File: config.mk
export PLATFORM = sky130hd
export DESIGN_NAME = adpll_bringup_sequencer
export DESIGN_NICKNAME = d
export VERILOG_FILES = /design/src/rtl/adpll_bringup_sequencer.sv
export SDC_FILE = /design/constraint.sdc
export NUM_CORES = 1
export LEC_CHECK = 0
export ABC_AREA = 1
export ABC_CLOCK_PERIOD_IN_PS = 1800
export BUFFER_PORTS_ARGS = -buffer_cell sky130_fd_sc_hd__buf_4
export CORE_MARGIN = 3
export CORE_UTILIZATION = 40
export CTS_CLUSTER_SIZE = 12
export DETAILED_ROUTE_END_ITERATION = 6
export PLACE_DENSITY = 0.71
export SETUP_SLACK_MARGIN = 0.15
export SKIP_CTS_REPAIR_TIMING = 1
export SLEW_MARGIN = 25
export SYNTH_ARGS = -nofsm -noshare
export SYNTH_HDL_FRONTEND = slang
export SYNTH_SLANG_ARGS = --single-unit
File: constraint.sdc
create_clock -name fpga_clk_i -period 1.8 [get_ports fpga_clk_i]
set_input_delay 0.09 -clock fpga_clk_i [delete_from_list [all_inputs] [get_ports fpga_clk_i]]
set_output_delay 0.09 -clock fpga_clk_i [all_outputs]
set_load 0.05 [all_outputs]
File: src/rtl/adpll_bringup_sequencer.sv
// -----------------------------------------------------------------------------
// adpll_bringup_sequencer
//
// Purpose:
//   Brings up a network of NODES all-digital PLLs in three stages:
//     1. ACQUIRE: wide-band acquisition with high gains.
//     2. TRACK:   tracking gains against the common reference.
//     3. NETWORK: tracking gains against network references.
//   It then parks in RUN. Each wait state advances once every node has been
//   continuously in lock for LOCK_CYCLES cycles. It drops to FAULT if a wait
//   state lasts TIMEOUT_CYCLES cycles.
//
// Ports:
//   fpga_clk_i      sole clock, rising edge
//   reset_i         synchronous active-high reset
//   start_i         start bring-up from IDLE or FAULT (level)
//   abort_i         return to IDLE from any state (beats start_i)
//   error_i         per-node signed phase error, node n at [n*PDET_WIDTH +: PDET_WIDTH]
//   enable_o        per-node ADPLL enable
//   network_mode_o  0 = common reference, 1 = network references
//   kp_o / ki_o     loop-filter gains
//   locked_o        per-node lock flags
//   state_o         state code (IDLE=0 ACQUIRE=1 TRACK=2 NETWORK=3 RUN=4 FAULT=5)
//   done_o          high in RUN
//   timeout_o       high in FAULT
//
// Configuration macro:
//   SEQ_RELOCK_EN   when defined, a falling locked_o bit in RUN forces a full
//                   re-acquisition (back to ACQUIRE). When undefined, RUN is
//                   held until abort or reset.
// -----------------------------------------------------------------------------
module adpll_bringup_sequencer #(
  parameter int NODES          = 4,
  parameter int PDET_WIDTH     = 5,
  parameter int KP_WIDTH       = 8,
  parameter int KI_WIDTH       = 10,
  parameter int KP_ACQ         = 8,
  parameter int KI_ACQ         = 8,
  parameter int KP_TRK         = 2,
  parameter int KI_TRK         = 1,
  parameter int LOCK_THRESH    = 2,
  parameter int LOCK_CYCLES    = 64,
  parameter int TIMEOUT_CYCLES = 4096
) (
  input  logic                        fpga_clk_i,
  input  logic                        reset_i,
  input  logic                        start_i,
  input  logic                        abort_i,
  input  logic [NODES*PDET_WIDTH-1:0] error_i,
  output logic [NODES-1:0]            enable_o,
  output logic                        network_mode_o,
  output logic [KP_WIDTH-1:0]         kp_o,
  output logic [KI_WIDTH-1:0]         ki_o,
  output logic [NODES-1:0]            locked_o,
  output logic [2:0]                  state_o,
  output logic                        done_o,
  output logic                        timeout_o
);

  localparam int MW = PDET_WIDTH + 1;                 // magnitude width (holds 2^(PDET_WIDTH-1))
  localparam int CW = $clog2(LOCK_CYCLES + 1);
  localparam int TW = $clog2(TIMEOUT_CYCLES + 1);

  localparam logic [MW-1:0]       THRESH_M = MW'(LOCK_THRESH);
  localparam logic [CW-1:0]       CNT_MAX  = CW'(LOCK_CYCLES);
  localparam logic [TW-1:0]       TMO_LAST = TW'(TIMEOUT_CYCLES - 1);
  localparam logic [KP_WIDTH-1:0] KP_A     = KP_WIDTH'(KP_ACQ);
  localparam logic [KI_WIDTH-1:0] KI_A     = KI_WIDTH'(KI_ACQ);
  localparam logic [KP_WIDTH-1:0] KP_T     = KP_WIDTH'(KP_TRK);
  localparam logic [KI_WIDTH-1:0] KI_T     = KI_WIDTH'(KI_TRK);

  typedef enum logic [2:0] {
    S_IDLE    = 3'd0,
    S_ACQUIRE = 3'd1,
    S_TRACK   = 3'd2,
    S_NETWORK = 3'd3,
    S_RUN     = 3'd4,
    S_FAULT   = 3'd5
  } state_e;

  state_e               state_q, state_d;
  logic [TW-1:0]        tmo_q;
  logic [NODES-1:0]     enable_q;
  logic                 network_q;
  logic [KP_WIDTH-1:0]  kp_q;
  logic [KI_WIDTH-1:0]  ki_q;
  logic                 done_q;
  logic                 timeout_q;

  logic [NODES-1:0]     lock_vec;   // registered per-node lock flags
  logic [NODES-1:0]     lock_stay;  // lock flag each node would have if the state is held
  logic                 state_change;
  logic                 en_d;       // nodes enabled in the next state
  logic                 in_wait;    // current state is a timed wait state
  logic                 tmo_expired;

  assign in_wait      = (state_q == S_ACQUIRE) || (state_q == S_TRACK) ||
                        (state_q == S_NETWORK);
  assign tmo_expired  = in_wait && (tmo_q == TMO_LAST);
  assign state_change = (state_d != state_q);
  assign en_d         = (state_d == S_ACQUIRE) || (state_d == S_TRACK) ||
                        (state_d == S_NETWORK) || (state_d == S_RUN);

  // Next-state logic. Lock completion is tested before timeout, so it wins a tie.
  always_comb begin
    state_d = state_q;
    if (abort_i) begin
      state_d = S_IDLE;
    end else begin
      case (state_q)
        S_IDLE:    if (start_i) state_d = S_ACQUIRE;
        S_ACQUIRE: if (&lock_vec) state_d = S_TRACK;
                   else if (tmo_expired) state_d = S_FAULT;
        S_TRACK:   if (&lock_vec) state_d = S_NETWORK;
                   else if (tmo_expired) state_d = S_FAULT;
        S_NETWORK: if (&lock_vec) state_d = S_RUN;
                   else if (tmo_expired) state_d = S_FAULT;
        S_RUN: begin
`ifdef SEQ_RELOCK_EN
          // A falling edge is judged on the held-state update, which avoids a
          // loop through the state-entry clear.
          if (|(lock_vec & ~lock_stay)) state_d = S_ACQUIRE;
`endif
        end
        S_FAULT:   if (start_i) state_d = S_ACQUIRE;
        default:   state_d = S_IDLE;
      endcase
    end
  end

  // Per-node magnitude, in-lock detection and saturating lock counter.
  for (genvar gi = 0; gi < NODES; gi++) begin : g_node
    logic [PDET_WIDTH-1:0] err;
    logic [PDET_WIDTH-1:0] neg;
    logic [MW-1:0]         mag;
    logic                  in_lock;
    logic [CW-1:0]         cnt_q, cnt_upd, cnt_d;
    logic                  locked_q;

    assign err = error_i[gi*PDET_WIDTH +: PDET_WIDTH];
    // Negating the most-negative code yields the same bit pattern. Read as
    // unsigned, that pattern is 2^(PDET_WIDTH-1), which is the required
    // magnitude.
    assign neg     = -err;
    assign mag     = {1'b0, (err[PDET_WIDTH-1] ? neg : err)};
    assign in_lock = (mag <= THRESH_M);

    assign cnt_upd = !in_lock           ? '0      :
                     (cnt_q == CNT_MAX) ? CNT_MAX : cnt_q + 1'b1;
    // On a state entry, or when the node is disabled, prior lock history is
    // no longer valid.
    assign cnt_d   = (state_change || !en_d) ? '0 : cnt_upd;

    assign lock_stay[gi] = (cnt_upd == CNT_MAX);
    assign lock_vec[gi]  = locked_q;

    always_ff @(posedge fpga_clk_i) begin
      if (reset_i) begin
        cnt_q    <= '0;
        locked_q <= 1'b0;
      end else begin
        cnt_q    <= cnt_d;
        locked_q <= (cnt_d == CNT_MAX);
      end
    end
  end

  // State register and outputs. Outputs are decoded from the next state, so
  // they change on the same edge as state_o.
  always_ff @(posedge fpga_clk_i) begin
    if (reset_i) begin
      state_q   <= S_IDLE;
      tmo_q     <= '0;
      enable_q  <= '0;
      network_q <= 1'b0;
      kp_q      <= '0;
      ki_q      <= '0;
      done_q    <= 1'b0;
      timeout_q <= 1'b0;
    end else begin
      state_q <= state_d;
      if (state_change || !in_wait) tmo_q <= '0;
      else                          tmo_q <= tmo_q + 1'b1;

      enable_q  <= en_d ? '1 : '0;
      network_q <= 1'b0;
      kp_q      <= '0;
      ki_q      <= '0;
      done_q    <= 1'b0;
      timeout_q <= 1'b0;
      case (state_d)
        S_ACQUIRE: begin
          kp_q <= KP_A;
          ki_q <= KI_A;
        end
        S_TRACK: begin
          kp_q <= KP_T;
          ki_q <= KI_T;
        end
        S_NETWORK: begin
          network_q <= 1'b1;
          kp_q      <= KP_T;
          ki_q      <= KI_T;
        end
        S_RUN: begin
          network_q <= 1'b1;
          kp_q      <= KP_T;
          ki_q      <= KI_T;
          done_q    <= 1'b1;
        end
        S_FAULT:   timeout_q <= 1'b1;
        default:   ;
      endcase
    end
  end

  assign state_o        = state_q;
  assign enable_o       = enable_q;
  assign network_mode_o = network_q;
  assign kp_o           = kp_q;
  assign ki_o           = ki_q;
  assign locked_o       = lock_vec;
  assign done_o         = done_q;
  assign timeout_o      = timeout_q;

endmodule

Word level (Yosys, flattened, before mapping)

Cells that the tools add are included.

Flip-flop bits (word level): 73
Input bits: 24
Output and inout port bits: 32

Add/subtract/negate cells: 9
Magnitude comparators: 4
Equality and inequality tests: 20
Multiplexer cells: 29
Reduce and logical (&&, ||, !) cells: 16

Operator list:

| cell                  | number |
|---|---|
| $mux 7                | 12 |
| $eq 7x7->1 const B    | 8 |
| $add 7x1->7 const B   | 4 |
| $le 5x2->1 const B    | 4 |
| $mux 5                | 4 |
| $neg 5->5             | 4 |
| $mux 3                | 6 |
| $pmux 4 s2            | 2 |
| $pmux 3 s5            | 1 |
| $add 13x1->13 const B | 1 |
| $eq 13x12->1 const B  | 1 |
| $eq 3x2->1 const B    | 4 |
| $eq 3x3->1 const B    | 4 |
| $logic_or 1x1->1      | 7 |
| $eq 3x1->1 const B    | 2 |
| $reduce_or 2->1       | 3 |
| $mux 4                | 1 |
| $reduce_and 4->1      | 1 |
| $logic_not 3->1       | 1 |
| $mux 1                | 3 |
| $ne 3x3->1            | 1 |
| $reduce_or 3->1       | 1 |
| $logic_not 1->1       | 2 |
| $logic_and 1x1->1     | 1 |

Logic depth before layout (Yosys ltp)

Depth in word-level cells: 16
Mapped depth: 19
Depth with buffers taken out: 18

Worst setup path before layout

Ideal clock, no wire load.

Kind: flip-flop to flip-flop
Start: reg state_q[1] (netlist: state_o[1])
End: reg g_node[0].locked_q
Arrival time: 1.961 ns
Required time: 1.690 ns
Slack: -0.271 ns
Cell stages (with the launch flop): 19
Path buffers: 1
Clock period less this slack: 2.071 ns
Cells stage by stage: dfxtp_1 nor2_1 inv_1 nand2_1 inv_2 nand3_1 clkinv_1 nand2_4 nand2_1 nand2_1 inv_2 nand2_4 nor2_8 nand2_4 inv_2 buf_6 nand2_1 nand2_1 nor2_1

Longest elaborated chain between the ends: 16

RTL lines:

| item                                            | line          | text |
|---|---|---|
| from (decl)                                     | 81            | `state_e state_q, state_d;` |
| from (signal assigned)                          | 181           | `state_q <= state_d;` |
| $eq 3x1->1 / $eq 3x2->1 (equally long branches) | 97, 110       |  |
| $logic_or 1x1->1 (2 in series)                  | 97            | `assign in_wait = (state_q == S_ACQUIRE) \|\| (state_q == S_TRACK) \|\|` |
| $logic_and 1x1->1                               | 99            | `assign tmo_expired = in_wait && (tmo_q == TMO_LAST);` |
| $mux 3                                          | 113, 115, 117 |  |
| $mux 3, on equally long branches                | 116, 112, 114 |  |
| $pmux 3 s5                                      | 110           | `case (state_q)` |
| $mux 3                                          | 107           | `if (abort_i) begin` |
| $eq 3x1->1 / $eq 3x2->1 (equally long branches) | 101           | `assign en_d = (state_d == S_ACQUIRE) \|\| (state_d == S_TRACK) \|\|` |
| $logic_or 1x1->1 (2 in series)                  | 101           |  |
| $logic_or 1x1->1                                | 102           | `(state_d == S_NETWORK) \|\| (state_d == S_RUN);` |
| $logic_not 1->1                                 | 152           | `assign cnt_d = (state_change \|\| !en_d) ? '0 : cnt_upd;` |
| $logic_or 1x1->1 (*)                            | 152           |  |
| $mux 7 (*)                                      | 152           |  |
| $eq 7x7->1 (*)                                  | 163           | `locked_q <= (cnt_d == CNT_MAX);` |
| to (signal assigned)                            | 163           |  |
| to (decl)                                       | 138           | `logic locked_q;` |

Mark *: on every way between the ends. The rest lies on a longest branch, timed or not.
A chain may end at the register's enable or synchronous reset.

Worst setup path in the final report

Start: reg g_node[0].locked_q
End: reg tmo_q[3]

Longest elaborated chain between the ends: 7

RTL lines:

| item                             | line          | text |
|---|---|---|
| $reduce_and 4->1 (*)             | 112, 114, 116 |  |
| $mux 3, on equally long branches | 116, 112, 114 |  |
| $pmux 3 s5 (*)                   | 110           |  |
| $mux 3 (*)                       | 107           |  |
| $ne 3x3->1 (*)                   | 100           | `assign state_change = (state_d != state_q);` |
| $logic_or 1x1->1 (*)             | 182           | `if (state_change \|\| !in_wait) tmo_q <= '0;` |
| $reduce_or 2->1 (no line) (*)    | n/a           |  |
| to (signal assigned)             | 183           | `else tmo_q <= tmo_q + 1'b1;` |
| to (decl)                        | 82            | `logic [TW-1:0] tmo_q;` |

Marked as above.

==> metrics.cfg <==
[synthesis]
post_synth_xor_area_fraction_pct = 5.37
synth.largest_area_cell = dfxtp_1
synth_seq_cells = 54
synth_top_cell_area_share_pct = 33.1
netlist_cell_types = 40
synth_compound_area_share_pct = 7.01
post_synth_inst_count = 444
synth_top_family_by_area = simple AND/OR/NAND/NOR gates
synth.cell_area_sq_mm = 0.00326
synth_edf_count = 0
synth-async-reset-ratio_pct = 0
synthesis.area_per_instance_sq_um = 7.35
muxShareOfSynthArea_pct = 0
postSynth.topFlopCell = dfxtp_1
synth_seq_area_share_pct = 33.1
synth.yosys.warnings = 0
post-synth-top-count-cell = nand2_1
synth.top_cells.by_area = dfxtp_1 33%, nand2_1 8.7%, nor2_1 7.5%
synthSimpleGateAreaFrac_pct = 34.7
synthAdderAreaFrac_pct = 5.75
synth_top_cells_by_count = 76 x nand2_1, 65 x nor2_1, 55 x inv_1

[final_layout]
finish.net_count = 560
n_antenna_cell = 0
instances_no_fill = 624
post_route_cells_drive_above_1_share_pct = 33.5
area_delta_synth_final_pct = 32.3
final_design_area_no_fill_sq_mm = 0.00432
post-route-util_pct = 55.3

[setup_path]
critPathCaptureType = flop
cp_cell_sequence = nand2_1 -> o21ai_0 -> a21oi_2 -> nand2_2 -> nand2_4 -> nand2_2 -> nand2_2 -> clkinv_2 -> nand2_4 -> nor2_8 -> buf_4 -> nand3_4 -> buf_12 -> nor3b_2
worstPathArrival_ns = 2.18
cp_data_required_time_ns = 2.04
crit_path_end = tmo_q[3]$_SDFF_PP0_
rr_startpoint = g_node[0].locked_q$_SDFF_PP0_
timing_worst_setup_path_type = flop to flop
timing.critical_path.mode_cell = nand2_2
max_fo_critical_path = 13
reg2reg_slack_ns = -0.14
critical_register_to_register_path_endpoint = tmo_q[3]$_SDFF_PP0_
critPathLaunch = g_node[0].locked_q$_SDFF_PP0_
worst-r2r-cell-count = 14
critical_path_buf_inv_count = 3
cp_slowest_stage_delay_ns = 0.37
worst_path_slowest_cell = dfxtp_1
category_of_the_worst_setup_path_launch_point = flop
path_delay_family = simple AND/OR/NAND/NOR gates
critical_path_cell_count = 14

[cts]
ctsHtreeMaxLevel = 2
clock-sinks = 54
tritoncts_clock_tree = done
clock_transition_at_the_registers_of_the_reported_paths_ns = 0.10
numCtsBuffers = 5
clock_tree.buffer_depth = 2
clkLatencyLatePin_ns = 0.31
clk_root_buffer_cell = clkbuf_8

[timing]
number_of_pins_with_negative_max_slew_slack_in_the_final_report = 0
clock.fmax_mhz = 516
setup-violations-final = 35
finalCritPeriodShare_pct = 108
fin_worst_skew_ns = 0.00866
final-hold-violation-count = 0
setup-tns-final_ns = -2.45
tightest_slew_ns = 0.530
worst_slew_margin_rel_pct = 64.6
grt_setup_unrepaired = yes
final.setup.worst_slack_ns = -0.137
layout_min_cycle_time_ns = 1.94

[drt]
detail-route-antenna-nets = 0
routed-via-count = 2961
wire_per_inst_um = 11.7
post-route-drc-count = 0
router_iterations_before_antenna_repair = 4
route.detailed.vias_per_inst = 4.75
drt-initial-drc-count = 68
routed_wl_mm = 7.30

[floorplan]
die_h_um = 96.3
io-pin-count = 56
rows = 32
die_w_um = 96.3
design.die.area_sq_mm = 0.00928
initial_core_utilization_pct = 41.8
placeableCoreArea_sq_mm = 0.00781

[pwr]
p_per_area_mw_per_mm2 = 534
peakVddDrop_mv = 0.298
total_power_of_the_final_layout_w = 0.00231
power_leakage_nw = 1.93

[grt]
globalRouteTotalUtil_pct = 14.8
grt_overflow = 0
grt_antenna_before_repair = 0
grt_start_max_net_pins = 34
grt_first_pass_wirelength_mm = 11.1
grt_pass1_vias = 2761

[placed_design]
port-buffer-count = 41
finalWeightedCongestion = 0.836
dpl_cell_area_sq_mm = 0.00388
place_hpwl_mm = 5.24
place_inst = 608

[flow_run]
drv.max_cap_violation_count = 0

[min_path]
min_from = error_i[14]
hold_class = input pin to flop

[status]
status = finished with violations
violations = setup timing

sequential cells by signal, summed over array words and instances (netlist names):
signal	count
done_o	1
tmo_q	13
timeout_o	1
g_node.cnt_q	28
kp_o	2
enable_o	1
state_o	3
network_mode_o	1
g_node.locked_q	4
per-layer routing:
layer / GRT usage (%) / part of all wire (%) / up-vias
met4: 5.49 / 1.7 / 0
met5: 0 / 0 / -
met1: 17.1 / 43 / 1362
li1: - / - / 1545
met2: 26.3 / 52 / 44
met3: 3.36 / 3.8 / 10
cell type report:
cell class	count	area, sq um
clock inverters	2	10.0
clock buffers	6	72.6
repair buffers	88	737
inverters	60	233
flip-flops and latches	54	1100
well taps	102	128
fillers	702	3490
multi-input cells	312	2040
worst min-delay path by stage:
stage | end | slack [ns] | cells after the start
finish | g_node[2].cnt_q[1]$_SDFF_PP0_ | 0.08 | 4
CTS | g_node[2].cnt_q[1]$_SDFF_PP0_ | 0.07 | 4
floorplan | state_o[0]$_SDFF_PP0_ | 0.16 | 1
detailed placement | g_node[2].cnt_q[1]$_SDFF_PP0_ | 0.40 | 4
global route | g_node[2].cnt_q[1]$_SDFF_PP0_ | 0.11 | 4
global placement | g_node[2].cnt_q[1]$_SDFF_PP0_ | 0.40 | 4
worst min-delay path: stages:
cell     delay [ns]
buf_4          0.08
nand2_1        0.06
nand3_1        0.08
nor3_2         0.04
metrics by stage:
step | setup WS (ns) | hold slack (ns)
final | -0.137 | 0.0837
after global placement | -0.109 | 0.399
after floorplan | 0.0494 | 0.160
after global routing | -0.293 | 0.110
after CTS | -0.221 | 0.0671
after detailed placement | -0.189 | 0.401
cells by family after synthesis:
| family | count (synthesis) |
|---|---|
| flops | 54 |
| xor+xnor | 20 |
| other cells | 1 |
| fa+ha+maj | 15 |
| compound gates | 36 |
| buf+inv | 91 |
| simple gates | 227 |
report_power, final:
part | internal (W) | total [W] | switching (W)
clock network | 0.000271 | 0.000662 | 0.000391
logic | 0.000153 | 0.000442 | 0.000288
registers | 0.00120 | 0.00120 | 0.00000793
placed cells by master (no fill, tap or decap), types with 7 or more instances in the layout:
cell	count
nand3_1	19
inv_1	53
nand2_1	67
buf_4	76
a21oi_1	7
ha_1	14
conb_1	14
dfxtp_1	45
nand3_2	7
nor3_1	9
o211ai_1	12
nor2_1	62
xor2_1	16
buf_6	9
nand2_4	8
o21ai_0	7
nand2_2	13
No activity file was read; power rests on OpenSTA's default activity.
